$ cat src/rtl/ctrl_pkg.sv
// ctrl_pkg: shared encodings for the RV32I control path.
//   - 4-bit FSM state codes and the state enum built on them
//   - major opcode constants
//   - immediate-format, ALU-op, source-select, result-select codes
//   - trap cause codes
package ctrl_pkg;

  // FSM state codes
  localparam logic [3:0] ST_FETCH    = 4'd0;
  localparam logic [3:0] ST_DECODE   = 4'd1;
  localparam logic [3:0] ST_MEMADR   = 4'd2;
  localparam logic [3:0] ST_MEMREAD  = 4'd3;
  localparam logic [3:0] ST_MEMWB    = 4'd4;
  localparam logic [3:0] ST_MEMWRITE = 4'd5;
  localparam logic [3:0] ST_EXECR    = 4'd6;
  localparam logic [3:0] ST_EXECI    = 4'd7;
  localparam logic [3:0] ST_ALUWB    = 4'd8;
  localparam logic [3:0] ST_BEQ      = 4'd9;
  localparam logic [3:0] ST_JAL      = 4'd10;
  localparam logic [3:0] ST_LUI      = 4'd11;
  localparam logic [3:0] ST_TRAP     = 4'd12;
  localparam logic [3:0] ST_JALR     = 4'd13;
  localparam logic [3:0] ST_JWB      = 4'd14;

  typedef enum logic [3:0] {
    StFetch    = ST_FETCH,
    StDecode   = ST_DECODE,
    StMemAdr   = ST_MEMADR,
    StMemRead  = ST_MEMREAD,
    StMemWb    = ST_MEMWB,
    StMemWrite = ST_MEMWRITE,
    StExecR    = ST_EXECR,
    StExecI    = ST_EXECI,
    StAluWb    = ST_ALUWB,
    StBeq      = ST_BEQ,
    StJal      = ST_JAL,
    StLui      = ST_LUI,
    StTrap     = ST_TRAP,
    StJalr     = ST_JALR,
    StJwb      = ST_JWB
  } state_e;

  // Major opcodes
  localparam logic [6:0] OPC_LOAD   = 7'b0000011;
  localparam logic [6:0] OPC_STORE  = 7'b0100011;
  localparam logic [6:0] OPC_RTYPE  = 7'b0110011;
  localparam logic [6:0] OPC_ITYPE  = 7'b0010011;
  localparam logic [6:0] OPC_BRANCH = 7'b1100011;
  localparam logic [6:0] OPC_JAL    = 7'b1101111;
  localparam logic [6:0] OPC_LUI    = 7'b0110111;
  localparam logic [6:0] OPC_JALR   = 7'b1100111;

  // Immediate formats
  localparam logic [2:0] IMM_I = 3'b000;
  localparam logic [2:0] IMM_S = 3'b001;
  localparam logic [2:0] IMM_B = 3'b010;
  localparam logic [2:0] IMM_J = 3'b011;
  localparam logic [2:0] IMM_U = 3'b100;

  // ALU control hints
  localparam logic [1:0] ALUOP_ADD   = 2'b00;
  localparam logic [1:0] ALUOP_SUB   = 2'b01;
  localparam logic [1:0] ALUOP_FUNCT = 2'b10;

  // ALU source A
  localparam logic [1:0] SRCA_PC    = 2'b00;
  localparam logic [1:0] SRCA_OLDPC = 2'b01;
  localparam logic [1:0] SRCA_RS1   = 2'b10;
  localparam logic [1:0] SRCA_ZERO  = 2'b11;

  // ALU source B
  localparam logic [1:0] SRCB_RS2  = 2'b00;
  localparam logic [1:0] SRCB_IMM  = 2'b01;
  localparam logic [1:0] SRCB_FOUR = 2'b10;

  // Result select
  localparam logic [1:0] RES_ALUOUT    = 2'b00;
  localparam logic [1:0] RES_DATA      = 2'b01;
  localparam logic [1:0] RES_ALURESULT = 2'b10;

  // Trap causes
  localparam logic [1:0] TRAP_NONE    = 2'b00;
  localparam logic [1:0] TRAP_ILLEGAL = 2'b01;
  localparam logic [1:0] TRAP_TIMEOUT = 2'b10;

endpackage

$ cat src/rtl/imm_src_decoder.sv
// imm_src_decoder: combinational opcode -> immediate-format select.
//   opc_i      instruction[6:0]
//   imm_src_o  immediate format (I/S/B/J/U); opcodes without an immediate map to I
module imm_src_decoder
  import ctrl_pkg::*;
#(
  parameter int unsigned IMM_W = 3
) (
  input  logic [6:0]       opc_i,
  output logic [IMM_W-1:0] imm_src_o
);

  always_comb begin
    imm_src_o = IMM_W'(IMM_I);
    case (opc_i)
      OPC_STORE:  imm_src_o = IMM_W'(IMM_S);
      OPC_BRANCH: imm_src_o = IMM_W'(IMM_B);
      OPC_JAL:    imm_src_o = IMM_W'(IMM_J);
      OPC_LUI:    imm_src_o = IMM_W'(IMM_U);
      default:    imm_src_o = IMM_W'(IMM_I);
    endcase
  end

endmodule

$ cat src/rtl/multicycle_control.sv
// multicycle_control: Moore-FSM control unit for a multicycle RV32I datapath.
// Sequences fetch/decode/execute/memory/writeback, stalls on mem_ready, and parks
// in a sticky trap state on an illegal opcode or a memory wait timeout.
// Define JALR_EN to add JALR support (otherwise opcode 1100111 is illegal).
//   clk, reset_n          clock, synchronous active-low reset
//   opc, zero, mem_ready  opcode, ALU zero flag, memory handshake
//   pc_write .. reg_write datapath strobes and mux selects
//   imm_src               immediate format, decoded from opc in every state
//   trap, trap_cause      sticky error flag and its first cause
module multicycle_control
  import ctrl_pkg::*;
#(
  parameter int unsigned ALUOP_W  = 2,
  parameter int unsigned IMM_W    = 3,
  parameter int unsigned WAIT_MAX = 15,
  parameter int unsigned CNT_W    = 4
) (
  input  logic               clk,
  input  logic               reset_n,
  input  logic [6:0]         opc,
  input  logic               zero,
  input  logic               mem_ready,
  output logic               pc_write,
  output logic               adr_src,
  output logic               mem_write,
  output logic               ir_write,
  output logic [1:0]         result_src,
  output logic [1:0]         alu_src_a,
  output logic [1:0]         alu_src_b,
  output logic [IMM_W-1:0]   imm_src,
  output logic [ALUOP_W-1:0] alu_op,
  output logic               reg_write,
  output logic               trap,
  output logic [1:0]         trap_cause
);

  state_e           state_q, state_d;
  logic [CNT_W-1:0] wait_cnt_q, wait_cnt_d;
  logic             trap_q, trap_d;
  logic [1:0]       cause_q, cause_d;
  logic [1:0]       entry_cause;
  logic             is_wait, timeout;

  logic pc_update, branch, ir_write_s, mem_write_s, reg_write_s;

  imm_src_decoder #(
    .IMM_W(IMM_W)
  ) u_imm_src_decoder (
    .opc_i    (opc),
    .imm_src_o(imm_src)
  );

  // Next state, wait counter and trap capture
  always_comb begin
    state_d     = state_q;
    entry_cause = TRAP_NONE;
    is_wait     = (state_q == StFetch) || (state_q == StMemRead) || (state_q == StMemWrite);
    timeout     = (WAIT_MAX != 0) && (wait_cnt_q == CNT_W'(WAIT_MAX));

    case (state_q)
      StFetch, StMemRead, StMemWrite: begin
        // A completing access beats a timeout on the same cycle
        if (mem_ready) begin
          state_d = (state_q == StFetch)   ? StDecode :
                    (state_q == StMemRead) ? StMemWb  : StFetch;
        end else if (timeout) begin
          state_d     = StTrap;
          entry_cause = TRAP_TIMEOUT;
        end
      end
      StDecode: begin
        case (opc)
          OPC_LOAD, OPC_STORE: state_d = StMemAdr;
          OPC_RTYPE:           state_d = StExecR;
          OPC_ITYPE:           state_d = StExecI;
          OPC_BRANCH:          state_d = StBeq;
          OPC_JAL:             state_d = StJal;
          OPC_LUI:             state_d = StLui;
`ifdef JALR_EN
          OPC_JALR:            state_d = StJalr;
`endif
          default: begin
            state_d     = StTrap;
            entry_cause = TRAP_ILLEGAL;
          end
        endcase
      end
      StMemAdr: state_d = opc[5] ? StMemWrite : StMemRead;
      StMemWb:  state_d = StFetch;
      StExecR:  state_d = StAluWb;
      StExecI:  state_d = StAluWb;
      StAluWb:  state_d = StFetch;
      StBeq:    state_d = StFetch;
      StJal:    state_d = StAluWb;
      StLui:    state_d = StAluWb;
      StTrap:   state_d = StTrap;
`ifdef JALR_EN
      StJalr:   state_d = StJwb;
      StJwb:    state_d = StAluWb;
`endif
      default:  state_d = StFetch;
    endcase

    if (state_d != state_q) begin
      wait_cnt_d = '0;
    end else if (is_wait && !mem_ready) begin
      wait_cnt_d = wait_cnt_q + CNT_W'(1);
    end else begin
      wait_cnt_d = wait_cnt_q;
    end

    // TRAP is absorbing, so only the first entry ever records a cause
    trap_d  = trap_q;
    cause_d = cause_q;
    if ((state_d == StTrap) && (state_q != StTrap)) begin
      trap_d  = 1'b1;
      cause_d = entry_cause;
    end
  end

  always_ff @(posedge clk) begin
    if (!reset_n) begin
      state_q    <= StFetch;
      wait_cnt_q <= '0;
      trap_q     <= 1'b0;
      cause_q    <= TRAP_NONE;
    end else begin
      state_q    <= state_d;
      wait_cnt_q <= wait_cnt_d;
      trap_q     <= trap_d;
      cause_q    <= cause_d;
    end
  end

  // Moore output decode
  always_comb begin
    pc_update   = 1'b0;
    branch      = 1'b0;
    ir_write_s  = 1'b0;
    mem_write_s = 1'b0;
    reg_write_s = 1'b0;
    adr_src     = 1'b0;
    result_src  = RES_ALUOUT;
    alu_src_a   = SRCA_PC;
    alu_src_b   = SRCB_RS2;
    alu_op      = ALUOP_W'(ALUOP_ADD);

    case (state_q)
      StFetch: begin
        alu_src_b  = SRCB_FOUR;
        result_src = RES_ALURESULT;
        ir_write_s = mem_ready;
        pc_update  = mem_ready;
      end
      StDecode: begin
        alu_src_a = SRCA_OLDPC;
        alu_src_b = SRCB_IMM;
      end
      StMemAdr: begin
        alu_src_a = SRCA_RS1;
        alu_src_b = SRCB_IMM;
      end
      StMemRead: adr_src = 1'b1;
      StMemWb: begin
        result_src  = RES_DATA;
        reg_write_s = 1'b1;
      end
      StMemWrite: begin
        adr_src     = 1'b1;
        mem_write_s = 1'b1;
      end
      StExecR: begin
        alu_src_a = SRCA_RS1;
        alu_op    = ALUOP_W'(ALUOP_FUNCT);
      end
      StExecI: begin
        alu_src_a = SRCA_RS1;
        alu_src_b = SRCB_IMM;
        alu_op    = ALUOP_W'(ALUOP_FUNCT);
      end
      StAluWb: reg_write_s = 1'b1;
      StBeq: begin
        alu_src_a = SRCA_RS1;
        alu_op    = ALUOP_W'(ALUOP_SUB);
        branch    = 1'b1;
      end
      StJal: begin
        alu_src_a = SRCA_OLDPC;
        alu_src_b = SRCB_FOUR;
        pc_update = 1'b1;
      end
      StLui: begin
        alu_src_a = SRCA_ZERO;
        alu_src_b = SRCB_IMM;
      end
`ifdef JALR_EN
      // Jump target rs1+imm goes straight to PC; link value OldPC+4 is formed in JWB
      StJalr: begin
        alu_src_a  = SRCA_RS1;
        alu_src_b  = SRCB_IMM;
        result_src = RES_ALURESULT;
        pc_update  = 1'b1;
      end
      StJwb: begin
        alu_src_a = SRCA_OLDPC;
        alu_src_b = SRCB_FOUR;
      end
`endif
      default: ;
    endcase
  end

  // Strobes are gated by reset so nothing is written while reset is held
  assign pc_write   = reset_n & (pc_update | (branch & zero));
  assign ir_write   = reset_n & ir_write_s;
  assign mem_write  = reset_n & mem_write_s;
  assign reg_write  = reset_n & reg_write_s;
  assign trap       = trap_q;
  assign trap_cause = cause_q;

endmodule

$ cat config.mk
export PLATFORM = sky130hd
export DESIGN_NAME = multicycle_control
export DESIGN_NICKNAME = d
export VERILOG_FILES = /design/src/rtl/ctrl_pkg.sv /design/src/rtl/imm_src_decoder.sv /design/src/rtl/multicycle_control.sv
export SDC_FILE = /design/constraint.sdc
export NUM_CORES = 1
export LEC_CHECK = 0
export CAP_MARGIN = 20
export CORE_MARGIN = 3
export CORE_UTILIZATION = 44
export DETAILED_ROUTE_END_ITERATION = 12
export PLACE_DENSITY = 0.84
export SLEW_MARGIN = 25
export SYNTH_ARGS = -nofsm -noshare
export SYNTH_HDL_FRONTEND = slang
export SYNTH_SLANG_ARGS = --single-unit
export TNS_END_PERCENT = 30
$ cat constraint.sdc
create_clock -name clk -period 1.95 [get_ports clk]
set_clock_uncertainty 0.1 [all_clocks]
set_input_delay 0.585 -clock clk [delete_from_list [all_inputs] [get_ports clk]]
set_output_delay 0.585 -clock clk [all_outputs]
set_load 0.01 [all_outputs]
==> run_results.csv <==
group,metric,value,unit
worst_setup_path,rrSetupSlack,-200,ps
final_layout,layout.cells.most_common,"buf_4",
worst_setup_path,rr_startpoint,"state_q[3]",
yosys,synth_area,0.001210,mm²
yosys,async_flop_share,0,
pwr,p_leak,0.8716,nW
worst_setup_path,worstSetupPathType,"in2out",
die,rows,18,
sta,finalSetupViolCount,22,
global_routing,grt_max_degree,23,
placement,portBuffers,29,
yosys,synth-main-ff-cell,"dfxtp_1",
sta,slew_viol_final,0,
die,fp.dieH,58.44,µm
global_routing,grt_pass1_vias,1665,
sta,timing.fmax,455.5,MHz
clock_tree,root_buffer,"clkbuf_4",
yosys,synth-edff-count,0,
clock_tree,cts_tree,"built",
yosys,ys_types,53,
min_path,holdPathStages,2,
placement,gp_congestion,0.8896,
yosys,synth_warnings,0,
run_status,status,"complete, but fails checks",
worst_setup_path,startpoint_type,"input port",
pwr,p_total,0.0008636,W
die,pin_count,30,
worst_setup_path,crit_start,"opc[2]",
yosys,synth_nets,177,
route,routed_wl,5611,µm
worst_setup_path,reg2reg_depth,7,
run_status,violations,"negative setup slack",
global_routing,grt_antenna_before_repair,0,
worst_setup_path,critPathArrivalTime,1510,ps
final_layout,antennaDiodeCount,0,
min_path,min_path_type,"reg2reg",
final_layout,layout.nets,258,
die,dieArea,0.003415,mm²
worst_setup_path,crit_required,1260,ps
route,ant_nets,0,
placement,dp.cells,259,
clock_tree,cts_made_buffers,3,
yosys,synth_cells,165,
final_layout,area_delta_synth_final,75.90,%
clock_tree,cts_buffer_depth,2,
global_routing,grt_pass1_wl,8190,µm
sta,worst_pin_slew,420.3,ps
route,num_vias,1851,
min_path,hp-start,"trap",
clock_tree,worstSkewPairLatency,280,ps
sta,rsz0062_at_grt,"true",
clock_tree,clock_sinks,11,
placement,hpwl,3296,µm
die,core-area,0.002545,mm²
global_routing,grt-ovfl-total,0,
sta,final_hold_viol_count,0,
clock_tree,cts.htree.levels,1,
sta,relSlewSlack,0.7125,
worst_setup_path,endpoint_kind,"primary output",
route,routedWlPerCell,20.40,µm
route,viasPerCell,6.731,
yosys,synth-seq-cells,11,
die,fp.dieW,58.44,µm
sta,setup_slack,-245.2,ps
worst_setup_path,path_max_fanout,2,
route,drtIter0Drc,169,
yosys,syn_area_per_cell,7.333,µm²
final_layout,final_cell_mix,"47 x buf_4, 17 x buf_2, 13 x buf_6",
sta,min_period,2195,ps
final_layout,drive_above_1_share,0.5510,
clock_tree,clkTransAtPathRegs,80,ps
sta,finalCritPeriodShare,1.126,
route,dr.pass1.iters,5,
yosys,ys_seq_area_frac,0.1820,
route,remaining_drc_errors,0,
pwr,vdd_ir_drop_max,0.4594,mV
job,cap_violations,0,
pwr,powerDensity,405.8,mW/mm²
global_routing,grt_usage,0.3066,
die,start_util,0.4754,
final_layout,final-instance-count-excl-fill,275,
state kept, by name (all words and copies together), names as in the netlist:
| signal | count |
|---|---|
| wait_cnt_q | 4 |
| state_q | 4 |
| trap_cause | 2 |
| trap | 1 |
routing by layer:
layer  vias to the layer above  track usage  part of all wire
met3                        41      0.03070             0.089
li1                        791            -                 -
met2                       140       0.5359              0.49
met4                         0      0.08278             0.045
met5                         -            0                 0
met1                       879       0.3987              0.38
per-stage QoR:
step / TNS, ps / utilization / setup slack (ps) / hold WS, ps / cell area (µm²)
6_report: -2101 / 0.8363 / -245.2 / 385.0 / 2128
4_1_cts: -1517 / 0.7994 / -249.5 / 389.8 / 2034
3_5_place_dp: -16360 / 0.7237 / -1023 / 381.9 / 1842
2_1_floorplan: -91.63 / - / -34.16 / 381.3 / 1234
5_1_grt: -3040 / 0.8363 / -272.3 / 401.4 / 2128
3_3_place_gp: -14860 / 0.7237 / -964.1 / 346.0 / 1842
cell usage after synthesis, types with 2 or more instances:
library cell	instances	area [µm²]
and2_1	5	31.28
and3_1	6	37.54
o21ai_0	7	35.03
buf_6	2	22.52
nor2b_1	2	12.51
a21oi_1	7	35.03
nor4_1	2	12.51
nand2_1	8	30.03
a2111oi_0	2	17.52
nand4_1	2	12.51
dfxtp_1	11	220.2
o21a_1	3	22.52
buf_2	3	15.01
a211oi_1	7	52.55
nor4b_1	2	17.52
a31oi_1	2	12.51
o221ai_1	2	17.52
o211ai_1	4	30.03
xnor2_1	3	26.28
or3b_2	3	26.28
nor2_1	13	48.80
nand3b_1	4	30.03
o21ai_1	3	15.01
nor3_1	9	45.04
inv_1	6	22.52
nand3_1	9	45.04
nor3b_1	2	15.01
clkbuf_1	5	18.77
a22oi_1	2	15.01
nand2b_1	6	37.54
critical path, cell delays in order:
cell and delay (ps):
buf_6 90, or3_4 390, o22ai_2 140, and3_1 170, buf_2 130
where the power goes:
part           total, W  switching, W  internal, W
sequential     0.000247     0.0000163     0.000230
combinational  0.000446      0.000223     0.000222
clock          0.000171     0.0000916    0.0000796
total          0.000864      0.000331     0.000532
worst paths after layout:
| kind | to |
|---|---|
| max | imm_src[0] |
| min | trap |
| max reg2reg | wait_cnt_q[1] |
| min reg2reg | trap |
layout make-up:
class / count / area [µm²]
inverters: 6 / 25.02
well taps: 30 / 37.54
multi-input cells: 136 / 1111
fillers: 148 / 416.7
clock buffers: 4 / 26.28
repair buffers: 88 / 693.2
flip-flops and latches: 11 / 235.2
logic make-up (layout without fill, tap and decap cells):
group                      Yosys count  after routing  synth area share
and+or+nand+nor                     80             80            0.3930
buffers and inverters               18             98           0.07445
AOI/OAI and AO/OA                   50             50            0.3020
adders and majority gates            1              1           0.01034
DFF                                 11             11            0.1820
xor gates and xnor gates             4              4           0.02896
muxes                                1              1          0.009306
timing repair:
action	4_1_cts	5_1_grt
cloned	0	0
setup buffers	6	6
endpoints found under the hold margin	0	0
resized for setup	144	25
pin swaps	27	15
setup endpoints to repair	27	25
hold buffers	0	0
Power figures use the tool's default switching activity.
